[config.mk]
export PLATFORM = sky130hd
export DESIGN_NAME = vector_execute_pipe
export DESIGN_NICKNAME = d
export VERILOG_FILES = /design/src/rtl/vector_execute_pipe.sv
export SDC_FILE = /design/constraint.sdc
export NUM_CORES = 2
export LEC_CHECK = 0
export ABC_AREA = 1
export CORE_MARGIN = 4
export CORE_UTILIZATION = 30
export CTS_CLUSTER_SIZE = 10
export DETAILED_ROUTE_END_ITERATION = 10
export DONT_BUFFER_PORTS = 1
export SLEW_MARGIN = 30
export SYNTH_ARGS = -nofsm -noshare
export SYNTH_HDL_FRONTEND = slang
export SYNTH_SLANG_ARGS = --single-unit
[constraint.sdc]
create_clock -name clk -period 9.9 [get_ports clk]
set_input_delay 1.485 -clock clk [delete_from_list [all_inputs] [get_ports clk]]
set_output_delay 1.485 -clock clk [all_outputs]
set_load 0.02 [all_outputs]
[src/rtl/vector_execute_pipe.sv]
// Multi-cycle scalar/vector execute unit: ALU ops take 1 (scalar) or PASSES cycles, DIV one quotient bit per cycle.
// Accepts only in IDLE; result and flags are held in DONE until out_ready, with one bubble before the next accept.
module vector_execute_pipe #(
    parameter int SCALAR_WIDTH    = 19,
    parameter int LANE_WIDTH      = 8,
    parameter int LANES           = 8,
    parameter int LANES_PER_CYCLE = 2
) (
    input  logic                        clk,
    input  logic                        rst,
    input  logic                        in_valid,
    output logic                        in_ready,
    input  logic [1:0]                  mode,
    input  logic [1:0]                  alu_op,
    input  logic                        use_imm,
    input  logic [SCALAR_WIDTH-1:0]     scalar_a,
    input  logic [SCALAR_WIDTH-1:0]     scalar_b,
    input  logic [SCALAR_WIDTH-1:0]     imm,
    input  logic [LANES*LANE_WIDTH-1:0] vec_a,
    input  logic [LANES*LANE_WIDTH-1:0] vec_b,
    output logic                        out_valid,
    input  logic                        out_ready,
    output logic [LANES*LANE_WIDTH-1:0] out_data,
    output logic                        flag_n,
    output logic                        flag_z,
    output logic                        flag_v,
    output logic                        flag_c,
    output logic                        div_by_zero
);
    localparam int SW        = SCALAR_WIDTH;
    localparam int LW        = LANE_WIDTH;
    localparam int LPC       = LANES_PER_CYCLE;
    localparam int VecW      = LANES * LANE_WIDTH;
    localparam int ChunkBits = LPC * LW;
    localparam int Passes    = LANES / LPC;
    localparam int ChunkW    = (Passes > 1) ? $clog2(Passes) : 1;
    localparam int CntW      = $clog2(SW);
    localparam logic [1:0] OpAdd = 2'b00, OpSub = 2'b01, OpDiv = 2'b10, OpMul = 2'b11;

    typedef enum logic [1:0] {Idle, Run, Div, Done} state_t;

    state_t              state;
    logic                isVec, isVv;
    logic [1:0]          op;
    logic [VecW-1:0]     aVec, bVec;
    logic [SW-1:0]       sA, sB;
    logic [ChunkW-1:0]   chunk;
    logic [CntW-1:0]     bitCnt;
    logic [SW-1:0]       divQuo [LPC];
    logic [SW-1:0]       divRem [LPC];
    logic [SW-1:0]       divDen [LPC];

    logic [SW:0]         scSum;
    logic [SW-1:0]       scRes;
    logic                scC, scV;
    logic [ChunkBits-1:0] aluChunk, divChunk;
    logic [SW-1:0]       nextQuo [LPC];
    logic [SW-1:0]       nextRem [LPC];
    logic [SW-1:0]       ldQuo [LPC];
    logic [SW-1:0]       ldDen [LPC];
    logic [VecW-1:0]     mergedAlu, mergedDiv;
    logic                anyZeroLane;
    logic [SW:0]         trial;
    logic                qBit;
    logic [LW-1:0]       la, lb;
    int                  laneIdx, srcIdx;

    // Divider loads come straight from the inputs on accept, from latched operands between chunks.
    logic                loadFromInput, srcVec, srcVv;
    logic [VecW-1:0]     srcVecA, srcVecB;
    logic [SW-1:0]       srcScA, srcScB;
    logic [ChunkW-1:0]   srcChunk;
    logic                lastChunk;

    assign in_ready      = (state == Idle) && !rst;
    assign loadFromInput = (state == Idle);
    assign srcVec        = loadFromInput ? (mode[0] ^ mode[1]) : isVec;
    assign srcVv         = loadFromInput ? (mode == 2'b10) : isVv;
    assign srcVecA       = loadFromInput ? vec_a : aVec;
    assign srcVecB       = loadFromInput ? vec_b : bVec;
    assign srcScA        = loadFromInput ? scalar_a : sA;
    assign srcScB        = loadFromInput ? (use_imm ? imm : scalar_b) : sB;
    assign srcChunk      = loadFromInput ? '0 : chunk + 1'b1;
    assign lastChunk     = (chunk == ChunkW'(Passes - 1));

    always_comb begin
        scSum = {1'b0, sA} + {1'b0, sB};
        scRes = '0;
        scC   = 1'b0;
        scV   = 1'b0;
        case (op)
            OpAdd: begin
                scRes = scSum[SW-1:0];
                scC   = scSum[SW];
                scV   = (sA[SW-1] == sB[SW-1]) && (scRes[SW-1] != sA[SW-1]);
            end
            OpSub: begin
                scRes = sA - sB;
                scC   = (sA >= sB);
                scV   = (sA[SW-1] != sB[SW-1]) && (scRes[SW-1] != sA[SW-1]);
            end
            OpMul:   scRes = sA * sB;
            default: scRes = '0;
        endcase
    end

    always_comb begin
        aluChunk = '0;
        divChunk = '0;
        laneIdx  = 0;
        srcIdx   = 0;
        la       = '0;
        lb       = '0;
        trial    = '0;
        qBit     = 1'b0;
        for (int j = 0; j < LPC; j++) begin
            laneIdx = int'(chunk) * LPC + j;
            la = aVec[laneIdx*LW +: LW];
            lb = isVv ? bVec[laneIdx*LW +: LW] : sB[LW-1:0];
            case (op)
                OpAdd:   aluChunk[j*LW +: LW] = la + lb;
                OpSub:   aluChunk[j*LW +: LW] = la - lb;
                OpMul:   aluChunk[j*LW +: LW] = la * lb;
                default: aluChunk[j*LW +: LW] = '0;
            endcase

            // Restoring step; a zero divisor always "fits", so x/0 yields all ones.
            trial      = {divRem[j], divQuo[j][SW-1]};
            qBit       = 1'b0;
            nextRem[j] = trial[SW-1:0];
            if (trial >= {1'b0, divDen[j]}) begin
                qBit       = 1'b1;
                nextRem[j] = SW'(trial - {1'b0, divDen[j]});
            end
            nextQuo[j] = {divQuo[j][SW-2:0], qBit};
            divChunk[j*LW +: LW] = nextQuo[j][LW-1:0];

            srcIdx = int'(srcChunk) * LPC + j;
            if (srcVec) begin
                ldQuo[j] = SW'(srcVecA[srcIdx*LW +: LW]) << (SW - LW);
                ldDen[j] = SW'(srcVv ? srcVecB[srcIdx*LW +: LW] : srcScB[LW-1:0]);
            end else begin
                ldQuo[j] = (j == 0) ? srcScA : '0;
                ldDen[j] = (j == 0) ? srcScB : '0;
            end
        end
    end

    always_comb begin
        mergedAlu = out_data;
        mergedAlu[int'(chunk)*ChunkBits +: ChunkBits] = aluChunk;
        mergedDiv = out_data;
        mergedDiv[int'(chunk)*ChunkBits +: ChunkBits] = divChunk;
        anyZeroLane = 1'b0;
        for (int i = 0; i < LANES; i++) begin
            if ((isVv ? bVec[i*LW +: LW] : sB[LW-1:0]) == '0) anyZeroLane = 1'b1;
        end
    end

    always_ff @(posedge clk) begin
        if (rst) begin
            state       <= Idle;
            out_valid   <= 1'b0;
            out_data    <= '0;
            flag_n      <= 1'b0;
            flag_z      <= 1'b0;
            flag_v      <= 1'b0;
            flag_c      <= 1'b0;
            div_by_zero <= 1'b0;
        end else begin
            case (state)
                Idle: if (in_valid) begin
                    isVec  <= mode[0] ^ mode[1];
                    isVv   <= (mode == 2'b10);
                    op     <= alu_op;
                    aVec   <= vec_a;
                    bVec   <= vec_b;
                    sA     <= scalar_a;
                    sB     <= use_imm ? imm : scalar_b;
                    chunk  <= '0;
                    bitCnt <= '0;
                    for (int j = 0; j < LPC; j++) begin
                        divQuo[j] <= ldQuo[j];
                        divDen[j] <= ldDen[j];
                        divRem[j] <= '0;
                    end
                    state <= (alu_op == OpDiv) ? Div : Run;
                end
                Run: begin
                    if (!isVec) begin
                        out_data    <= VecW'(scRes);
                        flag_n      <= scRes[SW-1];
                        flag_z      <= (scRes == '0);
                        flag_v      <= scV;
                        flag_c      <= scC;
                        div_by_zero <= 1'b0;
                        out_valid   <= 1'b1;
                        state       <= Done;
                    end else begin
                        out_data <= mergedAlu;
                        if (lastChunk) begin
                            flag_n      <= 1'b0;
                            flag_z      <= (mergedAlu == '0);
                            flag_v      <= 1'b0;
                            flag_c      <= 1'b0;
                            div_by_zero <= 1'b0;
                            out_valid   <= 1'b1;
                            state       <= Done;
                        end else begin
                            chunk <= chunk + 1'b1;
                        end
                    end
                end
                Div: begin
                    for (int j = 0; j < LPC; j++) begin
                        divQuo[j] <= nextQuo[j];
                        divRem[j] <= nextRem[j];
                    end
                    bitCnt <= bitCnt + 1'b1;
                    if (!isVec && bitCnt == CntW'(SW - 1)) begin
                        out_data    <= VecW'(nextQuo[0]);
                        flag_n      <= nextQuo[0][SW-1];
                        flag_z      <= (nextQuo[0] == '0);
                        flag_v      <= 1'b0;
                        flag_c      <= 1'b0;
                        div_by_zero <= (sB == '0);
                        out_valid   <= 1'b1;
                        state       <= Done;
                    end else if (isVec && bitCnt == CntW'(LW - 1)) begin
                        out_data <= mergedDiv;
                        bitCnt   <= '0;
                        if (lastChunk) begin
                            flag_n      <= 1'b0;
                            flag_z      <= (mergedDiv == '0);
                            flag_v      <= 1'b0;
                            flag_c      <= 1'b0;
                            div_by_zero <= anyZeroLane;
                            out_valid   <= 1'b1;
                            state       <= Done;
                        end else begin
                            chunk <= chunk + 1'b1;
                            for (int j = 0; j < LPC; j++) begin
                                divQuo[j] <= ldQuo[j];
                                divDen[j] <= ldDen[j];
                                divRem[j] <= '0;
                            end
                        end
                    end
                end
                Done: if (out_ready) begin
                    out_valid <= 1'b0;
                    state     <= Idle;
                end
                default: state <= Idle;
            endcase
        end
    end
endmodule

==> results.toml <==
[logic_synthesis]
yosysSeqAreaShare_pct = 30.3
yosysTopAreaCell = "edfxtp_1"
synth_nets = 4684
syn_area_mm2 = 0.0309
synth_edf_count = 231
yosysWarnings = 0
avgSynthCellArea_um2 = 7.46
syn-instance-count = 4146
synth_async_sr_flop_share_pct = 0
synth_top_area_share_pct = 22.4
synth-main-ff-cell = "edfxtp_1"
ys_ff_latch = 352
synth.distinct_cells = 62
synthTopCellsByArea = "edfxtp_1, nand2_1, fa_1"

[critical_path]
crit_family = "simple AND/OR/NAND/NOR gates"
crit_type = "flop to flop"
slowest_delay_ps = 700
cp.arrival_ps = 7590
cp-start-kind = "flop"
critPathCaptureType = "flop"
slowest_stage = "inv_2"
worstPathMaxFanout = 53
cp_num_buf_inv = 7
crit_path_frequent_cell = "nand2_1"
crit_required_ps = 10440

[die]
initial_core_util_pct = 30.3
core_mm2 = 0.102
die_w_um = 329
die_y_um = 329
floorplan.die_area_mm2 = 0.108
rows = 117
boundaryPins = 265

[timing]
tns_ps = 0
rsz0062_at_grt = "no"
hold_viol_final = 0
fin_skew_ps = 41.5
maxSlewHeadroom_pct = 30.9
worst_slew_pin_slew_ps = 1030
setup_viol = 0
max_freq_mhz = 142
report.final.slew_viol_count = 0
fin_crit_sh_pct = 71.2
post-route-min-period_ps = 7050

[route]
drc = 0
via_count = 29400
antenna_left = 0
detail_route.vias_per_cell = 5.40
drtIter0Drc = 4005
wl_per_cell_um = 22.4
dr.pass1.iters = 6
drt-total-wl_um = 122000

[cts]
clk_latency_ps = 620
cts_tree = "yes"
holdBufCountCts = 0
clk_path_buf_depth = 3
clk_pin_slew_ps = 60
cts-resized-gates = 0
numCtsBuffers = 45
clock_sinks = 352
post_cts_buffers = 0
htree_levels = 2
root_buffer = "clkbuf_16"

[cells_and_area]
ff_latch_area_mm2 = 0.00936
areaGrowthSynthToFinish_pct = 8.84
drive_above_1_share_pct = 4.33
layout.nets = 4572
layout_common_cells = "nand2_1, inv_1, nor2_1, a21oi_1, o21ai_0"
layout_commonest_cell = "nand2_1"
multi_input_area_mm2 = 0.0181
nFillCells = 11000

[min_path]
hp-class = "flop to flop"

[placement]
place_congestion = 0.960
io_buffers = 0
dp_hpwl_um = 93500

[outcome]
outcome = "complete, no violations"

[grt]
grt_util_all_layers_pct = 21.9
grt_pass1_wl_um = 181000
grt_start_max_net_pins = 92
grt_pass1_vias = 28000
grt-ovfl-total = 0
antenna_found_initial = 14

[flow_run]
cap_viol_max_count = 0
==> metrics by stage <==
step                      instance area, um2  setup slack (ps)  instances  utilization [%]  hold slack, ps
after floorplan                        30900              2180       4146                -             446
after global placement                 32200              2950       5355             31.5             460
after detailed placement               32200              2940       5355             31.5             461
after CTS                              33600              2930       5433             32.9             469
after global routing                   33600              2320       5433             33.0             489
final                                  33700              2850       5450             33.0             468
==> logic make-up after synthesis <==
| kind of cell | after synthesis | synth area share [%] |
|---|---|---|
| multiplexers | 19 | 0.692 |
| flip-flops | 352 | 30.3 |
| AO/OA/AOI/OAI | 866 | 16.6 |
| buffers and inverters | 911 | 11.4 |
| adder cells (fa/ha/maj) | 344 | 17.6 |
| AND/OR/NAND/NOR | 1570 | 21.1 |
| XOR/XNOR | 84 | 2.38 |
==> path summary, 6_finish.rpt <==
check                 from       endpoint  slack, ps  cells past startpoint
min          divRem[0][37]  divRem[0][37]        470                      2
max               chunk[0]         flag_z       2850                     36
min reg2reg  divRem[0][37]  divRem[0][37]        470                      2
max reg2reg       chunk[0]         flag_z       2850                     36
==> registers in the layout, indices dropped and copies added (netlist names) <==
signal,cells
flag_n,1
isVv,1
state,2
sA,19
bitCnt,5
aVec,64
isVec,1
flag_c,1
sB,19
divDen,27
out_data,64
div_by_zero,1
out_valid,1
bVec,64
op,2
flag_z,1
chunk,2
flag_v,1
divRem,38
divQuo,38
==> cells in the mapped netlist, types with 4 or more instances <==
| cell type | count |
|---|---|
| a21oi_1 | 264 |
| nor4_1 | 36 |
| nand2_1 | 848 |
| o2111ai_1 | 4 |
| nand3b_1 | 12 |
| xor2_1 | 51 |
| o211ai_1 | 45 |
| nand4_1 | 38 |
| xnor2_1 | 33 |
| dfxtp_1 | 121 |
| a21o_1 | 7 |
| a31oi_1 | 26 |
| o21ai_0 | 250 |
| a221o_1 | 6 |
| edfxtp_1 | 231 |
| o221ai_1 | 6 |
| nand3_1 | 231 |
| nor2_1 | 352 |
| o22ai_1 | 97 |
| buf_2 | 24 |
| mux2_2 | 19 |
| or2_2 | 10 |
| buf_1 | 9 |
| a221oi_1 | 51 |
| o31ai_1 | 8 |
| a22oi_1 | 8 |
| clkinv_1 | 11 |
| nor3_1 | 26 |
| a31o_2 | 4 |
| inv_1 | 680 |
| clkbuf_1 | 160 |
| fa_1 | 152 |
| ha_1 | 192 |
| buf_6 | 7 |
| buf_4 | 5 |
| inv_2 | 15 |
| o21ai_1 | 24 |
| a211oi_1 | 33 |
| o21bai_1 | 10 |
==> final cells by class <==
class	instances	area share, %
inverters	706	7.90
clock inverters	9	0.479
diodes	17	0.126
well taps	1368	5.08
multi-input cells	2883	53.8
repair buffers	46	1.04
clock buffers	69	3.76
flip-flops and latches	352	27.8
==> layer usage <==
metal,vias up,track usage (%),wire [um]
met5,-,0,95
met4,14,6.97,4610
met3,280,5.36,12100
met2,1481,34.7,54200
met1,14100,29.3,51000
li1,13600,-,-
==> tightest hold or removal path: cells and delay by family, from the launching register on <==
| kind | cells | cell delay [ps] |
|---|---|---|
| flops | 1 | 310 |
| simple gates | 1 | 60 |
| compound gates | 1 | 50 |
Power is not shown: default switching activity piles up to over one toggle a cycle in this logic, so the estimate is an artifact.
